File: src/rtl/hamming_decode_scheduler.sv
// Two-channel Hamming(7,4) decoder sharing one datapath. A four-state FSM
// grants one requester at a time, decodes the captured codeword and holds
// the result on a valid/ready output. Saturating per-channel error counters
// track how often each link delivers a nonzero syndrome.
module hamming_decode_scheduler #(
    parameter int unsigned CNT_W = 8,
    parameter int unsigned FAIR  = 1
) (
    input  logic             clk,
    input  logic             rst_n,
    input  logic             req0_valid,
    output logic             req0_ready,
    input  logic [6:0]       req0_code,
    input  logic             req0_odd,
    input  logic             req1_valid,
    output logic             req1_ready,
    input  logic [6:0]       req1_code,
    input  logic             req1_odd,
    output logic             out_valid,
    input  logic             out_ready,
    output logic [3:0]       out_data,
    output logic             out_chan,
    output logic [2:0]       out_syndrome,
    output logic             out_err,
    input  logic             cnt_clr,
    output logic [CNT_W-1:0] err_cnt0,
    output logic [CNT_W-1:0] err_cnt1
);

    typedef enum logic [1:0] {StIdle, StCapture, StDecode, StOut} state_e;

    state_e           state_q, state_d;
    logic             win_q, win_d;    // channel currently being served
    logic             rr_q, rr_d;      // channel favoured on the next contested grant
    logic [6:0]       code_q, code_d;
    logic             odd_q, odd_d;
    logic [3:0]       data_q;
    logic             chan_q;
    logic [2:0]       syn_q;
    logic             err_q;
    logic [CNT_W-1:0] cnt0_q, cnt0_d, cnt1_q, cnt1_d;

    logic             load_out;
    logic             win_valid;
    logic             s1, s2, s3;
    logic [2:0]       syn_c;
    logic [3:0]       data_c;

    // Syndrome and single-bit correction on the captured codeword
    always_comb begin
        s1     = code_q[0] ^ code_q[2] ^ code_q[4] ^ code_q[6];
        s2     = code_q[1] ^ code_q[2] ^ code_q[5] ^ code_q[6];
        s3     = code_q[3] ^ code_q[4] ^ code_q[5] ^ code_q[6];
        syn_c  = odd_q ? ~{s3, s2, s1} : {s3, s2, s1};
        data_c = {code_q[6], code_q[5], code_q[4], code_q[2]};
        // Syndromes 1/2/4 point at parity bits, so data passes unchanged
        unique case (syn_c)
            3'd3:    data_c[0] = ~data_c[0];
            3'd5:    data_c[1] = ~data_c[1];
            3'd6:    data_c[2] = ~data_c[2];
            3'd7:    data_c[3] = ~data_c[3];
            default: data_c = data_c;
        endcase
    end

    // Arbitration, capture handshake and transaction sequencing
    always_comb begin
        state_d    = state_q;
        win_d      = win_q;
        rr_d       = rr_q;
        code_d     = code_q;
        odd_d      = odd_q;
        req0_ready = 1'b0;
        req1_ready = 1'b0;
        load_out   = 1'b0;
        win_valid  = win_q ? req1_valid : req0_valid;
        unique case (state_q)
            StIdle: begin
                if (req0_valid || req1_valid) begin
                    if (req0_valid && req1_valid) begin
                        win_d = (FAIR != 0) ? rr_q : 1'b0;
                    end else begin
                        win_d = req1_valid;
                    end
                    state_d = StCapture;
                end
            end
            StCapture: begin
                req0_ready = ~win_q;
                req1_ready = win_q;
                // A winner that dropped valid forfeits the slot; pointer untouched
                if (win_valid) begin
                    code_d  = win_q ? req1_code : req0_code;
                    odd_d   = win_q ? req1_odd : req0_odd;
                    rr_d    = ~win_q;
                    state_d = StDecode;
                end else begin
                    state_d = StIdle;
                end
            end
            StDecode: begin
                load_out = 1'b1;
                state_d  = StOut;
            end
            StOut: begin
                if (out_ready) begin
                    state_d = StIdle;
                end
            end
            default: state_d = StIdle;
        endcase
    end

    // Saturating error counters; clear wins over a same-cycle increment
    always_comb begin
        cnt0_d = cnt0_q;
        cnt1_d = cnt1_q;
        if (cnt_clr) begin
            cnt0_d = '0;
            cnt1_d = '0;
        end else if (load_out && (syn_c != 3'd0)) begin
            if (!win_q && (cnt0_q != {CNT_W{1'b1}})) begin
                cnt0_d = cnt0_q + CNT_W'(1);
            end
            if (win_q && (cnt1_q != {CNT_W{1'b1}})) begin
                cnt1_d = cnt1_q + CNT_W'(1);
            end
        end
    end

    // State, capture and counter registers
    always_ff @(posedge clk or negedge rst_n) begin
        if (!rst_n) begin
            state_q <= StIdle;
            win_q   <= 1'b0;
            rr_q    <= 1'b0;
            code_q  <= '0;
            odd_q   <= 1'b0;
            cnt0_q  <= '0;
            cnt1_q  <= '0;
        end else begin
            state_q <= state_d;
            win_q   <= win_d;
            rr_q    <= rr_d;
            code_q  <= code_d;
            odd_q   <= odd_d;
            cnt0_q  <= cnt0_d;
            cnt1_q  <= cnt1_d;
        end
    end

    // Result registers, loaded once per transaction on leaving DECODE
    always_ff @(posedge clk or negedge rst_n) begin
        if (!rst_n) begin
            data_q <= '0;
            chan_q <= 1'b0;
            syn_q  <= '0;
            err_q  <= 1'b0;
        end else if (load_out) begin
            data_q <= data_c;
            chan_q <= win_q;
            syn_q  <= syn_c;
            err_q  <= (syn_c != 3'd0);
        end
    end

    assign out_valid    = (state_q == StOut);
    assign out_data     = data_q;
    assign out_chan     = chan_q;
    assign out_syndrome = syn_q;
    assign out_err      = err_q;
    assign err_cnt0     = cnt0_q;
    assign err_cnt1     = cnt1_q;

endmodule

File: config.mk
export PLATFORM = sky130hd
export DESIGN_NAME = hamming_decode_scheduler
export DESIGN_NICKNAME = d
export VERILOG_FILES = /design/src/rtl/hamming_decode_scheduler.sv
export SDC_FILE = /design/constraint.sdc
export NUM_CORES = 1
export LEC_CHECK = 0
export BUFFER_PORTS_ARGS = -buffer_cell sky130_fd_sc_hd__buf_2
export CAP_MARGIN = 20
export CORE_MARGIN = 2
export CORE_UTILIZATION = 40
export DETAILED_ROUTE_END_ITERATION = 8
export PLACE_DENSITY = 0.74
export SLEW_MARGIN = 20
export SYNTH_ARGS = -nofsm -noshare
export SYNTH_HDL_FRONTEND = slang
export SYNTH_SLANG_ARGS = --single-unit
File: constraint.sdc
create_clock -name clk -period 3.6 [get_ports clk]
set_input_delay 0.9 -clock clk [delete_from_list [all_inputs] [get_ports clk]]
set_output_delay 0.9 -clock clk [all_outputs]
set_load 0.01 [all_outputs]
==> flow_metrics.tcl, run 1 <==
set metrics [dict create \
    synth.avg_cell_area_um2 8.929 \
    worst_ep_arrival_time_ps 2910 \
    hp-start "out_syndrome[2]" \
    seqCellArea_um2 925.9 \
    critPathKind "reg2reg" \
    io_pins 50 \
    multi_input_area_um2 1340 \
    fillers 568 \
    cts.sinks 37 \
    preCtsSetupSlack_ps 886.1 \
    dieHeight_um 80.77 \
    drt_iter0_markers 118 \
    diodes 0 \
    hp-class "reg2reg" \
    p_sw_mw 1.161 \
    dieArea_um2 6523 \
    gp_congestion 0.8474 \
    cts_tree "done" \
    synth_seq_area_share_pct 39.28 \
    core_area_um2 5608 \
    p_int_mw 1.237 \
    start_kind "register" \
    timing.final.ws_setup_ps 862.2 \
    clk_pin_slew_ps 70 \
    vias_per_cell 5.434 \
    period_needed_ps 2738 \
    layout_commonest_cell "buf_2" \
    ir_drop_mv 0.4445 \
    drive_above_1_share_pct 21.90 \
    cts_buffers 5 \
    tns_ps 0 \
    pwr-share-seq_pct 32.9 \
    grt_max_degree 38 \
    max_slew.worst_pin.slew_ps 828.3 \
    ys_async_sr_fraction_pct 100.0 \
    ys_seq_elements 37 \
    synth_warnings 0 \
    rr_endpoint "err_cnt0[6]" \
    drc 0 \
    dp_hpwl_mm 3.767 \
    end_kind "register" \
    relSlewSlack_pct 44.78 \
    crit_chain "xnor3_1, nor2_1, a221o_1, a21oi_2, and3_1, mux2_2" \
    layout_common_cells "buf_2, dfrtp_1, nor2_1" \
    clock.fmax_mhz 365.3 \
    rr_startpoint "code_q[5]" \
    synthesis.area_um2 2357 \
    reg2reg_slack_ps 860 \
    drt-wirelength-per-cell_um 14.02 \
    clockRootBuffer "clkbuf_8" \
    drv_cap 0 \
    min_to "out_syndrome[2]" \
    skew_ps 7.816 \
    final_util_pct 48.28 \
    setup_violations 0 \
    grt_setup_unrepaired "no" \
    maxSlewViolCount 0 \
    grt_pass1_wl_mm 8.866 \
    worstPathRequired_ps 3770 \
    pwr-share-clk_pct 11.4 \
    slowest_delay_ps 630 \
    insertion_delay_ps 280 \
    timing.final.crit_share_pct 76.05 \
    postCtsSetupBuffers 0 \
    total_power_mw 2.398 \
    area_growth_pct 14.86 \
    holdBufCountCts 0 \
    antenna_found_initial 0 \
    syn_inst 264 \
    synth_flop_cell "dfrtp_1" \
    io_buffer_count 49 \
    hold_violations 0 \
    crit_fanout 14 \
    die_w_um 80.77 \
    grt.overflow.total 0 \
    holdPathStages 2 \
    critPathTopFamily "compound AO/OA/AOI/OAI gates" \
    p_leak_nw 1.238 \
    ctsResizeCount 0 \
    outcome "complete, no violations" \
    first_pass_iters 5 \
    cpMaxStageDelayCell "xnor3_1" \
    power_frac_comb_pct 55.7 \
    syn_nets 288 \
    track_usage_pct 17.33 \
    start_util_pct 42.03 \
    synth-edff-count 0 \
    ys_types 55 \
    nNetsFinal 329 \
    power_density_nw_per_um2 885.5 \
    switching_share_pct 48.41 \
    rows 27 \
    drt-total-wl_mm 5.299 \
    htreeDepth 2 \
    ant_nets 0 \
    vias 2054 \
    crit_buf_inv 0 \
    r2r_cells 6 \
    cts_buffer_depth 2 \
    grt_pass1_vias 1922 \
]
[state kept, by name, summed over array words and instances (netlist names), 3 cells and up, named ones only]
register      cells
code_q            7
out_data          4
out_syndrome      3
err_cnt1          8
err_cnt0          8
[logic make-up (layout without fill, tap and decap cells)]
family          Yosys count  after routing  synth area share (%)
simple gates            109            109                 23.51
compound gates           63             63                 17.83
flops                    37             37                 39.28
buf+inv                  20             62                 3.874
xor+xnor                 18             18                 7.909
mux                      15             15                 6.529
fa+ha+maj                 2              2                 1.061
[cells in the mapped netlist (3+ instances only)]
cell type  count  area share [%]
mux2_2         3             1.4
nand4_1        7             1.9
a21o_1         3            0.96
nand2b_1       3            0.80
clkbuf_1      10             1.6
a21oi_1       21             4.5
nand2_1       23             3.7
and2_1         5             1.3
o21ai_0       11             2.3
nor2_1        29             4.6
xor2_1         5             1.9
a31oi_1        5             1.3
o211ai_1       3            0.96
dfrtp_1       37              39
mux2i_1       12             5.1
nor2b_1        6             1.6
xnor2_1       10             3.7
and3_1         6             1.6
buf_1          4            0.64
nand3_1       15             3.2
[how the worst max path moves through the flow]
stage | end | startpoint | depth (start not counted) | slack, ps
2_1_floorplan | err_cnt1[4] | code_q[5] | 7 | 1240
3_3_place_gp | err_cnt1[4] | code_q[5] | 6 | 980
3_5_place_dp | err_cnt0[6] | code_q[5] | 6 | 890
4_1_cts | err_cnt0[6] | code_q[5] | 6 | 880
5_1_grt | err_cnt0[6] | code_q[2] | 6 | 750
6_report | err_cnt0[6] | code_q[5] | 6 | 860
[power by group through the flow]
stage,combinational [mW],clock (mW),sequential (mW)
2_1_floorplan,1.14,0,0.678
3_3_place_gp,1.29,0,0.783
3_5_place_dp,1.32,0,0.797
4_1_cts,1.33,0.286,0.788
5_1_grt,1.49,0.303,0.824
6_report,1.33,0.274,0.789
[final cells by class]
type | instances | share of cell area, %
Clock buffer | 8 | 2.957
Tap cell | 72 | 3.327
Inverter | 3 | 0.4159
Timing Repair Buffer | 51 | 9.612
Multi-Input combinational cell | 207 | 49.49
Sequential cell | 37 | 34.20
[worst min-delay path, cell delays in order (launching register included)]
cell and delay (ps):
dfrtp_1 340, nand2_1 40, o21ai_0 60
[stage by stage]
stage	instance area, µm²	std cells	hold slack, ps
2_1_floorplan	2357	264	446.4
6_report	2708	378	473.9
3_5_place_dp	2628	370	464.0
5_1_grt	2708	378	503.2
3_3_place_gp	2628	370	458.9
4_1_cts	2708	378	482.1
[layer usage]
layer  wire length [µm]  vias up  global-route usage [%]
li1                   -     1027                       -
met1               2507      948                   22.83
met2               2409       73                   28.75
met5                  0        -                       0
met3                327        6                   3.444
met4                 55        0                   5.593
Power figures use the tool's default switching activity.
==> run 2: changes to the inputs <==
Settings changed: PLACE_DENSITY 0.74 to 0.76.
Clock period 3.6 ns to 2.41 ns, I/O delays scaled along.
==> flow_metrics.tcl, run 2 (synthesized netlist as in run 1, its figures left out) <==
set metrics [dict create \
    outcome "complete, no violations" \
    start_kind "register" \
    first_pass_iters 4 \
    cts_tree "done" \
    crit_fanout 6 \
    period_needed_ps 2283 \
    ctsResizeCount 0 \
    clock.fmax_mhz 438.1 \
    setup_violations 0 \
    p_leak_nw 1.339 \
    diodes 0 \
    track_usage_pct 17.94 \
    pwr-share-clk_pct 11.9 \
    timing.final.ws_setup_ps 127.2 \
    grt_max_degree 38 \
    clk_pin_slew_ps 70 \
    max_slew.worst_pin.slew_ps 825.4 \
    drv_cap 0 \
    nNetsFinal 346 \
    switching_share_pct 45.88 \
    layout_common_cells "buf_2, dfrtp_1, nor2_1" \
    p_sw_mw 1.837 \
    worstPathRequired_ps 2590 \
    postCtsSetupBuffers 0 \
    drt_iter0_markers 153 \
    ant_nets 0 \
    tns_ps 0 \
    antenna_found_initial 0 \
    start_util_pct 42.03 \
    maxSlewViolCount 0 \
    critPathKind "reg2reg" \
    grt_pass1_vias 1935 \
    drive_above_1_share_pct 28.48 \
    multi_input_area_um2 1370 \
    power_density_nw_per_um2 1387 \
    rr_endpoint "err_cnt1[4]" \
    drt-total-wl_mm 5.436 \
    core_area_um2 5608 \
    dieHeight_um 80.77 \
    place.detailed.instances 387 \
    io_buffer_count 49 \
    hold_violations 0 \
    grt_setup_unrepaired "no" \
    power_frac_comb_pct 61.6 \
    grt.overflow.total 0 \
    skew_ps 3.051 \
    gp_congestion 0.8226 \
    reg2reg_slack_ps 130 \
    cts_buffer_depth 2 \
    layout_commonest_cell "buf_2" \
    insertion_delay_ps 290 \
    rr_startpoint "code_q[1]" \
    hp-class "in2async" \
    r2r_cells 6 \
    clockRootBuffer "clkbuf_8" \
    fin_area_um2 2887 \
    htreeDepth 2 \
    p_int_mw 2.167 \
    fin_cells 395 \
    cts.sinks 37 \
    holdBufCountCts 0 \
    place_area_um2 2755 \
    vias 2153 \
    ir_drop_mv 0.7687 \
    area_growth_pct 22.45 \
    rows 27 \
    timing.final.crit_share_pct 94.72 \
    end_kind "register" \
    dieArea_um2 6523 \
    grt_pass1_wl_mm 9.170 \
    cts_buffers 5 \
    vias_per_cell 5.451 \
    worst_ep_arrival_time_ps 2460 \
    die_w_um 80.77 \
    relSlewSlack_pct 44.97 \
    io_pins 50 \
    fillers 550 \
    preCtsSetupSlack_ps 23.92 \
    drt-wirelength-per-cell_um 13.76 \
    pwr-share-seq_pct 26.5 \
    dp_hpwl_mm 3.933 \
    seqCellArea_um2 925.9 \
    drc 0 \
]
run 2: cell types whose count changed in the layout (fill, tap and decap cells not counted), sizes merged:
cell	previous run	this run
clkbuf	8	7
clkinv	1	2
buf	51	68
run 2: power groups by stage:
stage | Clock, mW | Combinational [mW] | Sequential [mW]
final | 0.476 | 2.47 | 1.06
after CTS | 0.494 | 2.43 | 1.05
after global placement | 0 | 2.37 | 1.04
after floorplan | 0 | 1.71 | 1.01
after detailed placement | 0 | 2.42 | 1.06
after global routing | 0.523 | 2.74 | 1.10
run 2: how the worst max path moves through the flow:
stage	slack [ps]	depth (start not counted)	to	start
finish	130	6	err_cnt1[4]	code_q[1]
global route	8	6	err_cnt1[4]	code_q[1]
CTS	9	6	err_cnt1[4]	code_q[5]
detailed placement	20	6	err_cnt1[4]	code_q[5]
global placement	130	6	err_cnt1[4]	code_q[5]
floorplan	50	7	err_cnt1[4]	code_q[5]
run 2: area by class of cell:
type | instances | area share (%)
Timing Repair Buffer | 68 | 13.44
Sequential cell | 37 | 32.08
Inverter | 3 | 0.3901
Tap cell | 72 | 3.121
Clock inverter | 1 | 0.1734
Multi-Input combinational cell | 207 | 47.46
Clock buffer | 7 | 3.338
run 2: metrics by stage:
step	power (mW)	util (%)	hold WS [ps]
global placement	3.412	49.13	461.0
finish	4.003	51.47	408.0
global route	4.356	51.47	471.3
floorplan	2.718	-	306.9
detailed placement	3.482	49.13	458.4
CTS	3.974	50.94	432.9
run 2: layer usage:
metal | share of wire [%] | GRT usage [%] | vias to the layer above
met2 | 45 | 28.50 | 75
met3 | 5.9 | 5.000 | 4
li1 | - | - | 1064
met1 | 48 | 24.01 | 1010
met4 | 0.79 | 5.254 | 0
met5 | 0 | 0 | -
run 2: critical path: stages, from the launching register on:
cell,delay (ps)
dfrtp_1,430
xnor3_2,500
nor2_1,80
a221o_1,320
and2_4,190
nor4_2,300
mux2_2,360
==> run 3: changes to the inputs <==
Settings changed: CORE_MARGIN 2 to default, SETUP_SLACK_MARGIN from default to 0.4.
==> flow_metrics.tcl, run 3 (synthesized netlist as in run 1, its figures left out) <==
set metrics [dict create \
    outcome "complete, no violations" \
    dieHeight_um 78.77 \
    dp_hpwl_mm 3.832 \
    final_util_pct 56.20 \
    maxSlewViolCount 0 \
    power_density_nw_per_um2 1503 \
    rr_endpoint "err_cnt0[6]" \
    setup_violations 0 \
    hp-class "in2async" \
    htreeDepth 2 \
    clock.fmax_mhz 456.2 \
    gp_congestion 0.8267 \
    timing.final.ws_setup_ps 217.8 \
    rr_startpoint "code_q[2]" \
    ir_drop_mv 0.9788 \
    r2r_cells 8 \
    dieArea_um2 6204 \
    grt_pass1_wl_mm 9.397 \
    track_usage_pct 19.13 \
    start_kind "register" \
    end_kind "register" \
    hold_violations 0 \
    vias 2217 \
    max_slew.worst_pin.slew_ps 807.0 \
    layout_commonest_cell "buf_2" \
    reg2reg_slack_ps 220 \
    tns_ps 0 \
    first_pass_iters 4 \
    io_buffer_count 49 \
    drive_above_1_share_pct 36.06 \
    start_util_pct 42.03 \
    area_growth_pct 33.70 \
    drt-wirelength-per-cell_um 14.80 \
    die_w_um 78.77 \
    crit_fanout 7 \
    grt.overflow.total 0 \
    skew_ps 8.220 \
    seqCellArea_um2 932.1 \
    cts_tree "done" \
    grt_setup_unrepaired "yes" \
    drv_cap 0 \
    core_area_um2 5608 \
    period_needed_ps 2192 \
    holdBufCountCts 0 \
    grt_max_degree 38 \
    insertion_delay_ps 290 \
    rows 27 \
    cts_buffer_depth 2 \
    timing.final.crit_share_pct 90.96 \
    relSlewSlack_pct 46.20 \
    cts.sinks 37 \
    preCtsSetupSlack_ps 123.2 \
    drt-total-wl_mm 5.948 \
    p_leak_nw 1.410 \
    worst_ep_arrival_time_ps 2370 \
    cts_buffers 5 \
    clk_pin_slew_ps 80 \
    fillers 514 \
    ant_nets 0 \
    worstPathRequired_ps 2590 \
    drc 0 \
    layout_common_cells "buf_2, dfrtp_1, nor2_1" \
    antenna_found_initial 0 \
    drt_iter0_markers 152 \
    nNetsFinal 353 \
    clockRootBuffer "clkbuf_8" \
    grt_pass1_vias 1971 \
    diodes 0 \
    vias_per_cell 5.515 \
    multi_input_area_um2 1521 \
    io_pins 50 \
    critPathKind "reg2reg" \
]
==> run 3: cell types whose count changed in the layout (fill, tap and decap cells not counted), moves of 2 or more <==
cell,delta
buf_12,+2
mux2_2,-3
a21oi_2,+3
dfrtp_2,+5
xor2_2,-2
a211oi_1,-2
xnor2_1,-2
xor2_4,+2
dfrtp_1,-5
a21oi_1,-4
buf_6,+4
mux2_4,+3
a211oi_2,+2
a2111oi_0,-2
==> run 3: layout make-up <==
cell class / instances / share of cell area [%]
Tap cell: 72 / 2.858
Sequential cell: 37 / 29.58
Multi-Input combinational cell: 207 / 48.27
Timing Repair Buffer: 75 / 15.24
Clock buffer: 7 / 2.739
Clock inverter: 1 / 0.9528
Inverter: 3 / 0.3573
==> run 3: worst max path at each step <==
stage	to	from	slack, ps
global placement	err_cnt1[1]	code_q[5]	190
CTS	err_cnt1[2]	code_q[5]	270
global route	err_cnt0[6]	code_q[2]	170
floorplan	err_cnt1[2]	code_q[1]	210
detailed placement	err_cnt1[1]	odd_q	120
finish	err_cnt0[6]	code_q[2]	220
==> run 3: critical path, cell delays in order, from the launching register on <==
cell and delay [ps]:
dfrtp_2 450, buf_12 140, xor2_4 170, and2_4 180, a221o_1 370, buf_6 150, a21oi_4 130, and3_4 200
mux2_4 290
==> run 3: timing repair <==
item                                    CTS  global route
buffers inserted                          8             3
cloned                                    0             0
endpoints found under the setup margin   17            20
pin swaps                                 9            10
resized for setup                        20            18
==> run 3: metrics by stage <==
stage                     hold WS [ps]  area (µm²)  std cells  power, mW
after floorplan                  306.9        2384        264      2.767
after global placement           464.7        2750        383      3.366
after detailed placement         459.9        2750        383      3.425
after CTS                        438.2        3038        399      4.414
after global routing             466.9        3152        402      5.034
final                            397.1        3152        402      4.738
==> run 3: power by group <==
part           total (mW)  switching, mW  leakage, nW  internal (mW)
Sequential           1.08          0.257        0.463          0.821
Combinational        3.10           1.66        0.889           1.44
Clock               0.557          0.219       0.0585          0.337
Total                4.74           2.13         1.41           2.60
==> run 3: metal layers <==
| metal | track usage [%] | up-vias | wire, µm |
|---|---|---|---|
| met2 | 30.26 | 77 | 2892 |
| met5 | 0 | - | 0 |
| met4 | 5.556 | 0 | 53 |
| met3 | 3.563 | 5 | 292 |
| li1 | - | 1083 | - |
| met1 | 26.57 | 1052 | 2709 |
